==> config.mk <==
export PLATFORM = sky130hd
export DESIGN_NAME = spike_detector_flat
export DESIGN_NICKNAME = d
export VERILOG_FILES = /design/src/rtl/snn_pkg.sv /design/src/rtl/spike_detector_if.sv /design/src/rtl/sm_compare.sv /design/src/rtl/spike_detector.sv /design/src/flat_wrapper.sv
export SDC_FILE = /design/constraint.sdc
export NUM_CORES = 1
export LEC_CHECK = 0
export BUFFER_PORTS_ARGS = -buffer_cell sky130_fd_sc_hd__buf_2
export CORE_MARGIN = 2
export CORE_UTILIZATION = 30
export CTS_CLUSTER_SIZE = 12
export DETAILED_ROUTE_END_ITERATION = 16
export GPL_ROUTABILITY_DRIVEN = 0
export PLACE_DENSITY = 0.6
export REMOVE_ABC_BUFFERS = 1
export SETUP_SLACK_MARGIN = 0.02
export SLEW_MARGIN = 40
export SYNTH_ARGS = -nofsm -noshare
export SYNTH_HDL_FRONTEND = slang
export SYNTH_SLANG_ARGS = --single-unit
export TNS_END_PERCENT = 100
==> constraint.sdc <==
create_clock -name clock -period 3.9 [get_ports clock]
set_clock_uncertainty 0.15 [all_clocks]
set_input_delay 0 -clock clock [delete_from_list [all_inputs] [get_ports clock]]
set_output_delay 0 -clock clock [all_outputs]
set_load 0.03 [all_outputs]
==> src/rtl/snn_pkg.sv <==
// snn_pkg: shared definitions for the spiking-neuron fixed-point stages.
//   - Q15.16 sign-magnitude format: bit 31 sign, [30:16] integer, [15:0] fraction
//   - signed zero constants
//   - spike detector FSM state encoding
//   - sm_to_twos(): maps a sign-magnitude word onto a two's-complement value
//     so ordinary signed compares give the sign-magnitude ordering
package snn_pkg;

  localparam int FP_W     = 32;
  localparam int FRAC_W   = 16;
  localparam int SIGN_BIT = 31;

  localparam logic [FP_W-1:0] SM_POS_ZERO = 32'h0000_0000;
  localparam logic [FP_W-1:0] SM_NEG_ZERO = 32'h8000_0000;

  typedef enum logic [1:0] {
    ARMED   = 2'd0,
    FIRING  = 2'd1,
    REFRACT = 2'd2
  } spike_state_e;

  // Magnitude is 31 bits, so its negation always fits in 32-bit signed.
  // Both +0 and -0 map to 0, which makes them compare equal.
  function automatic logic signed [FP_W-1:0] sm_to_twos(input logic [FP_W-1:0] x);
    logic signed [FP_W-1:0] mag;
    mag = $signed({1'b0, x[SIGN_BIT-1:0]});
    return x[SIGN_BIT] ? -mag : mag;
  endfunction

endpackage

==> src/rtl/spike_detector_if.sv <==
// spike_detector_if: ISI output channel of the spike detector.
//   isi_valid    : isi holds an unconsumed interval
//   isi_ready    : consumer accepts isi when high together with isi_valid
//   isi          : inter-spike interval in samples
//   isi_overflow : sticky, an interval was dropped because the buffer was full
// master = detector side, slave = consumer side.
interface spike_detector_if #(
  parameter int ISI_W = 16
) ();

  logic             isi_valid;
  logic             isi_ready;
  logic [ISI_W-1:0] isi;
  logic             isi_overflow;

  modport master (output isi_valid, output isi, output isi_overflow, input isi_ready);
  modport slave  (input isi_valid, input isi, input isi_overflow, output isi_ready);

endinterface

==> src/rtl/sm_compare.sv <==
// sm_compare: combinational sign-magnitude comparator.
//   a, b : Q15.16 sign-magnitude operands
//   lt   : a <  b
//   ge   : a >= b
module sm_compare
  import snn_pkg::*;
(
  input  logic [FP_W-1:0] a,
  input  logic [FP_W-1:0] b,
  output logic            lt,
  output logic            ge
);

  always_comb begin
    lt = sm_to_twos(a) < sm_to_twos(b);
    ge = !lt;
  end

endmodule

==> src/rtl/spike_detector.sv <==
// spike_detector: threshold/hysteresis/refractory spike detector with
// inter-spike-interval measurement.
//   clock, reset_n  : rising-edge clock, async active-low reset
//   v_valid, v      : membrane-voltage sample stream (Q15.16 sign-magnitude)
//   spike           : one-cycle pulse per detected spike
//   spike_count     : spikes since reset, wrapping
//   isi_port        : ISI valid/ready channel (spike_detector_if.master)
// Build option: define SPIKE_DETECTOR_ISI_EN to include the ISI counter and
// output buffer; otherwise the ISI channel outputs are tied to 0.
//
// state   | meaning
// ARMED   | waiting for v >= THRESHOLD; crossing fires a spike
// FIRING  | spike emitted, waiting for v < REARM
// REFRACT | counting down refr_cnt samples, crossings ignored
module spike_detector
  import snn_pkg::*;
#(
  parameter logic [FP_W-1:0] THRESHOLD  = 32'h0000_0000,
  parameter logic [FP_W-1:0] REARM      = 32'h8000_4CCD,
  parameter int              REFRACTORY = 8,
  parameter int              ISI_W      = 16
) (
  input  logic              clock,
  input  logic              reset_n,
  input  logic              v_valid,
  input  logic [FP_W-1:0]   v,
  output logic              spike,
  output logic [15:0]       spike_count,
  spike_detector_if.master  isi_port
);

  localparam int REFR_W = (REFRACTORY > 1) ? $clog2(REFRACTORY + 1) : 1;

  spike_state_e      state_q, state_d;
  logic [REFR_W-1:0] refr_cnt_q, refr_cnt_d;
  logic              fire;
  logic              ge_thr, lt_rearm;
  logic              unused_lt_thr, unused_ge_rearm;

  sm_compare u_cmp_thr (
    .a  (v),
    .b  (THRESHOLD),
    .lt (unused_lt_thr),
    .ge (ge_thr)
  );

  sm_compare u_cmp_rearm (
    .a  (v),
    .b  (REARM),
    .lt (lt_rearm),
    .ge (unused_ge_rearm)
  );

  always_comb begin
    state_d    = state_q;
    refr_cnt_d = refr_cnt_q;
    fire       = 1'b0;
    if (v_valid) begin
      case (state_q)
        ARMED: begin
          if (ge_thr) begin
            fire    = 1'b1;
            state_d = FIRING;
          end
        end
        FIRING: begin
          if (lt_rearm) begin
            if (REFRACTORY == 0) begin
              state_d = ARMED;
            end else begin
              refr_cnt_d = REFR_W'(REFRACTORY);
              state_d    = REFRACT;
            end
          end
        end
        REFRACT: begin
          refr_cnt_d = refr_cnt_q - 1'b1;
          if (refr_cnt_q == REFR_W'(1)) state_d = ARMED;
        end
        default: state_d = ARMED;
      endcase
    end
  end

  always_ff @(posedge clock or negedge reset_n) begin
    if (!reset_n) begin
      state_q     <= ARMED;
      refr_cnt_q  <= '0;
      spike       <= 1'b0;
      spike_count <= '0;
    end else begin
      state_q     <= state_d;
      refr_cnt_q  <= refr_cnt_d;
      spike       <= fire;
      spike_count <= spike_count + 16'(fire);
    end
  end

`ifdef SPIKE_DETECTOR_ISI_EN
  localparam logic [ISI_W-1:0] ISI_MAX = '1;

  logic [ISI_W-1:0] isi_cnt_q, isi_cnt_inc, isi_q;
  logic             first_q, isi_valid_q, isi_ovf_q;
  logic             new_isi, consume;

  // isi_cnt counts samples since the previous spike, so the spike sample
  // itself is the +1 that closes the interval.
  assign isi_cnt_inc = (isi_cnt_q == ISI_MAX) ? ISI_MAX : isi_cnt_q + 1'b1;
  assign new_isi     = fire && !first_q;
  assign consume     = isi_valid_q && isi_port.isi_ready;

  always_ff @(posedge clock or negedge reset_n) begin
    if (!reset_n) begin
      isi_cnt_q   <= '0;
      first_q     <= 1'b1;
      isi_valid_q <= 1'b0;
      isi_q       <= '0;
      isi_ovf_q   <= 1'b0;
    end else begin
      if (v_valid) isi_cnt_q <= fire ? '0 : isi_cnt_inc;
      if (fire) first_q <= 1'b0;
      if (new_isi && (!isi_valid_q || consume)) begin
        isi_q       <= isi_cnt_inc;
        isi_valid_q <= 1'b1;
      end else if (new_isi) begin
        isi_ovf_q <= 1'b1;
      end else if (consume) begin
        isi_valid_q <= 1'b0;
      end
    end
  end

  assign isi_port.isi_valid    = isi_valid_q;
  assign isi_port.isi          = isi_q;
  assign isi_port.isi_overflow = isi_ovf_q;
`else
  logic unused_isi_ready;
  assign unused_isi_ready      = isi_port.isi_ready;
  assign isi_port.isi_valid    = 1'b0;
  assign isi_port.isi          = '0;
  assign isi_port.isi_overflow = 1'b0;
`endif

endmodule

==> src/flat_wrapper.sv <==
// flat-port wrapper written by rule: the top's interface ports become plain ports
module spike_detector_flat import snn_pkg::*;
#(
  parameter logic [FP_W-1:0] THRESHOLD  = 32'h0000_0000,
  parameter logic [FP_W-1:0] REARM      = 32'h8000_4CCD,
  parameter int              REFRACTORY = 8,
  parameter int              ISI_W      = 16
)
  (clock, reset_n, v_valid, v, spike, spike_count, isi_port_isi_valid, isi_port_isi, isi_port_isi_overflow, isi_port_isi_ready);
  spike_detector_if #(.ISI_W(ISI_W)) isi_port_i ();
  input  logic clock;
  input  logic reset_n;
  input  logic v_valid;
  input  logic [FP_W-1:0] v;
  output logic spike;
  output logic [15:0] spike_count;
  output wire logic [$bits(isi_port_i.isi_valid)-1:0] isi_port_isi_valid;
  output wire logic [$bits(isi_port_i.isi)-1:0] isi_port_isi;
  output wire logic [$bits(isi_port_i.isi_overflow)-1:0] isi_port_isi_overflow;
  input wire logic [$bits(isi_port_i.isi_ready)-1:0] isi_port_isi_ready;
  assign isi_port_isi_valid = isi_port_i.isi_valid;
  assign isi_port_isi = isi_port_i.isi;
  assign isi_port_isi_overflow = isi_port_i.isi_overflow;
  assign isi_port_i.isi_ready = isi_port_isi_ready;
  spike_detector #(.THRESHOLD(THRESHOLD), .REARM(REARM), .REFRACTORY(REFRACTORY), .ISI_W(ISI_W)) u_core (.clock(clock), .reset_n(reset_n), .v_valid(v_valid), .v(v), .spike(spike), .spike_count(spike_count), .isi_port(isi_port_i));
endmodule
==> flow_metrics.env <==
export IMPL_ff2ff_path_depth=8
export IMPL_cts_buffers=3
export IMPL_cts_root_buf="clkbuf_8"
export IMPL_grt_first_pass_wirelength_um=8560
export IMPL_ios=71
export IMPL_postCtsSetupRepairBufs=0
export IMPL_viasPerCell=5.58
export IMPL_drv_slew=0
export IMPL_p_leak_uw=0.00104
export IMPL_crit_arrival_ns=2.99
export IMPL_max_stage_delay_ns=0.61
export IMPL_ys_types=55
export IMPL_hold_buffers=2
export IMPL_syn_inst=254
export IMPL_syn_to_final_growth_pct=16.4
export IMPL_gr_usage_met3_pct=1.42
export IMPL_status="finished, final reports clean"
export IMPL_met1_usage_pct=18.4
export IMPL_startpoint_type="primary input"
export IMPL_drv_cap=0
export IMPL_relSlewSlack_pct=52.2
export IMPL_post_cts_resized=0
export IMPL_grtUsageMet2_pct=22.5
export IMPL_min_path_type="in -> async"
export IMPL_die_area_um2=7600
export IMPL_path_common_cell="nor3_1"
export IMPL_yosysSeqAreaShare_pct=27.7
export IMPL_clk_insertion_delay_late_ns=0.25
export IMPL_p_total_uw=771
export IMPL_fin_nets=349
export IMPL_synth_area_per_cell_um2=8.18
export IMPL_vias=2161
export IMPL_initial_core_util_pct=30.7
export IMPL_synthesis_area_um2=2080
export IMPL_rsz0062_at_grt="no"
export IMPL_worst_pin_slew_ns=0.711
export IMPL_fin_crit_ns=3.00
export IMPL_antenna_found_initial=0
export IMPL_crit_path_max_fanout=8
export IMPL_grt_pass1_vias=1880
export IMPL_io_buffers=51
export IMPL_synth_edff_count=0
export IMPL_max_clock_freq_mhz=333
export IMPL_drive_above_1_share_pct=22.8
export IMPL_drtAntennaViolNets=0
export IMPL_layout_common_cells="buf_2 (51), dfrtp_1 (23), conb_1 (18), nand2_1 (17), nand3_1 (17)"
export IMPL_critPathSlowestCell="nor3_1"
export IMPL_fp_dieW_um=87.2
export IMPL_yosys_warnings=0
export IMPL_row_count=30
export IMPL_worst_setup_path_end_kind="flop"
export IMPL_setup_viol=0
export IMPL_path_cells="buf_2, nor3_1, nand4_1, nor3_1, a21oi_1, nor3_1, ha_1, nand3_1, nor3_1, nand3_1, xnor2_1"
export IMPL_final_util_pct=35.8
export IMPL_wl_per_cell_um=13.1
export IMPL_core_um2=6760
export IMPL_cts_tree="yes"
export IMPL_h_tree_depth=1
export IMPL_ys_seq_elements=23
export IMPL_pwr_density_cell_nw_per_um2=319
export IMPL_ir_drop_uv=136
export IMPL_drt_iter0_drc=116
export IMPL_groute_usage_overall_pct=13.2
export IMPL_fin_crit_sh_pct=77.0
export IMPL_fin_tns_setup_ns=0
export IMPL_clockBufferDepth=2
export IMPL_path_clk_slew_ns=0.08
export IMPL_required_ns=3.89
export IMPL_n_antenna_cell=0
export IMPL_dp_hpwl_um=3940
export IMPL_top_usage_layer="met2"
export IMPL_detail_route_first_pass_iterations=4
export IMPL_final_common_cell="buf_2"
export IMPL_grt_max_degree=24
export IMPL_crit_type="in -> reg"
export IMPL_async_reset_ff_share_pct=100
export IMPL_overflow=0
export IMPL_routed_wl_um=5050
export IMPL_hold_violations=0
export IMPL_synthFlopType="dfrtp_1"
export IMPL_dieHeight_um=87.2
export IMPL_drc=0
export IMPL_clock_sinks=23
-- layer usage --
layer / wire [um] / vias up / share of wire (%)
met5: 0 / - / 0
met4: 14 / 0 / 0.28
met3: 375 / 4 / 7.4
met2: 2310 / 102 / 46
met1: 2350 / 1011 / 47
li1: - / 1044 / -
-- area by class of cell --
class | instances | area, um2
fillers | 727 | 4340
multi-input cells | 212 | 1360
flip-flops and latches | 23 | 576
repair buffers | 56 | 298
well taps | 80 | 100
clock buffers | 4 | 45.0
inverters | 12 | 45.0
-- synthesized netlist by cell type, types with 7 or more instances --
cell type | instances | share of area [%]
buf_4 | 18 | 6.5
a21oi_1 | 7 | 1.7
xor2_1 | 7 | 3.0
nand2_1 | 17 | 3.1
nor4_1 | 9 | 2.7
nand3_1 | 17 | 4.1
xnor2_1 | 14 | 5.9
dfrtp_1 | 23 | 28
nand4_1 | 13 | 3.9
inv_1 | 12 | 2.2
nor3_1 | 12 | 2.9
nor2_1 | 16 | 2.9
-- metrics by stage --
| stage | instance area [um2] | hold WS [ns] | cells | setup slack (ns) |
|---|---|---|---|---|
| 2_1_floorplan | 1980 | -0.446 | 247 | 1.21 |
| 3_3_place_gp | 2350 | -0.144 | 381 | 0.793 |
| 3_5_place_dp | 2350 | -0.142 | 381 | 0.750 |
| 4_1_cts | 2420 | 0.103 | 387 | 1.02 |
| 5_1_grt | 2420 | 0.146 | 387 | 0.598 |
| 6_report | 2420 | 0.0878 | 387 | 0.898 |
-- state kept, by name, indices dropped and copies added (netlist names) --
| register | flops |
|---|---|
| u_core.spike_count | 16 |
| u_core.spike | 1 |
| u_core.state_q | 2 |
| u_core.refr_cnt_q | 4 |
-- final timing paths --
path                                                       start                               end  slack, ns
worst min-delay path                                     reset_n   u_core.spike_count[7]$_DFF_PN0_       0.09
max in group asynchronous                                reset_n  u_core.spike_count[13]$_DFF_PN0_       3.17
worst min register to register  u_core.spike_count[15]$_DFF_PN0_  u_core.spike_count[15]$_DFF_PN0_       0.32
worst max-delay path                                       v[13]  u_core.spike_count[13]$_DFF_PN0_       0.90
min in group clock                                         v[29]            u_core.spike$_DFF_PN0_       0.17
worst max register to register     u_core.state_q[1]$_DFFE_PN0P_  u_core.spike_count[13]$_DFF_PN0_       1.63
-- worst max-delay path, delay by kind of cell --
family / cells / cell delay, ns
adders and majority gates: 1 / 0.23
xor gates and xnor gates: 1 / 0.16
AOI/OAI and AO/OA: 1 / 0.14
and+or+nand+nor: 7 / 2.33
buffers and inverters: 1 / 0.13
-- cells by family after synthesis --
family          count (synthesis)  share of synthesized area, %
buf+inv                        36                          10.1
flops                          23                          27.7
other cells                     1                         0.181
xor+xnor                       21                          8.86
compound gates                 52                          18.1
fa+ha+maj                       5                          3.01
simple gates                  116                          32.0
-- power by group --
group	switching, uW	leakage (uW)	internal (uW)	total (uW)
logic	190	0.000714	102	292
registers	47.3	0.000303	289	336
clock network	69.9	0.0000228	72.6	143
total	308	0.00104	463	771
No activity file was read; power rests on OpenSTA's default activity.
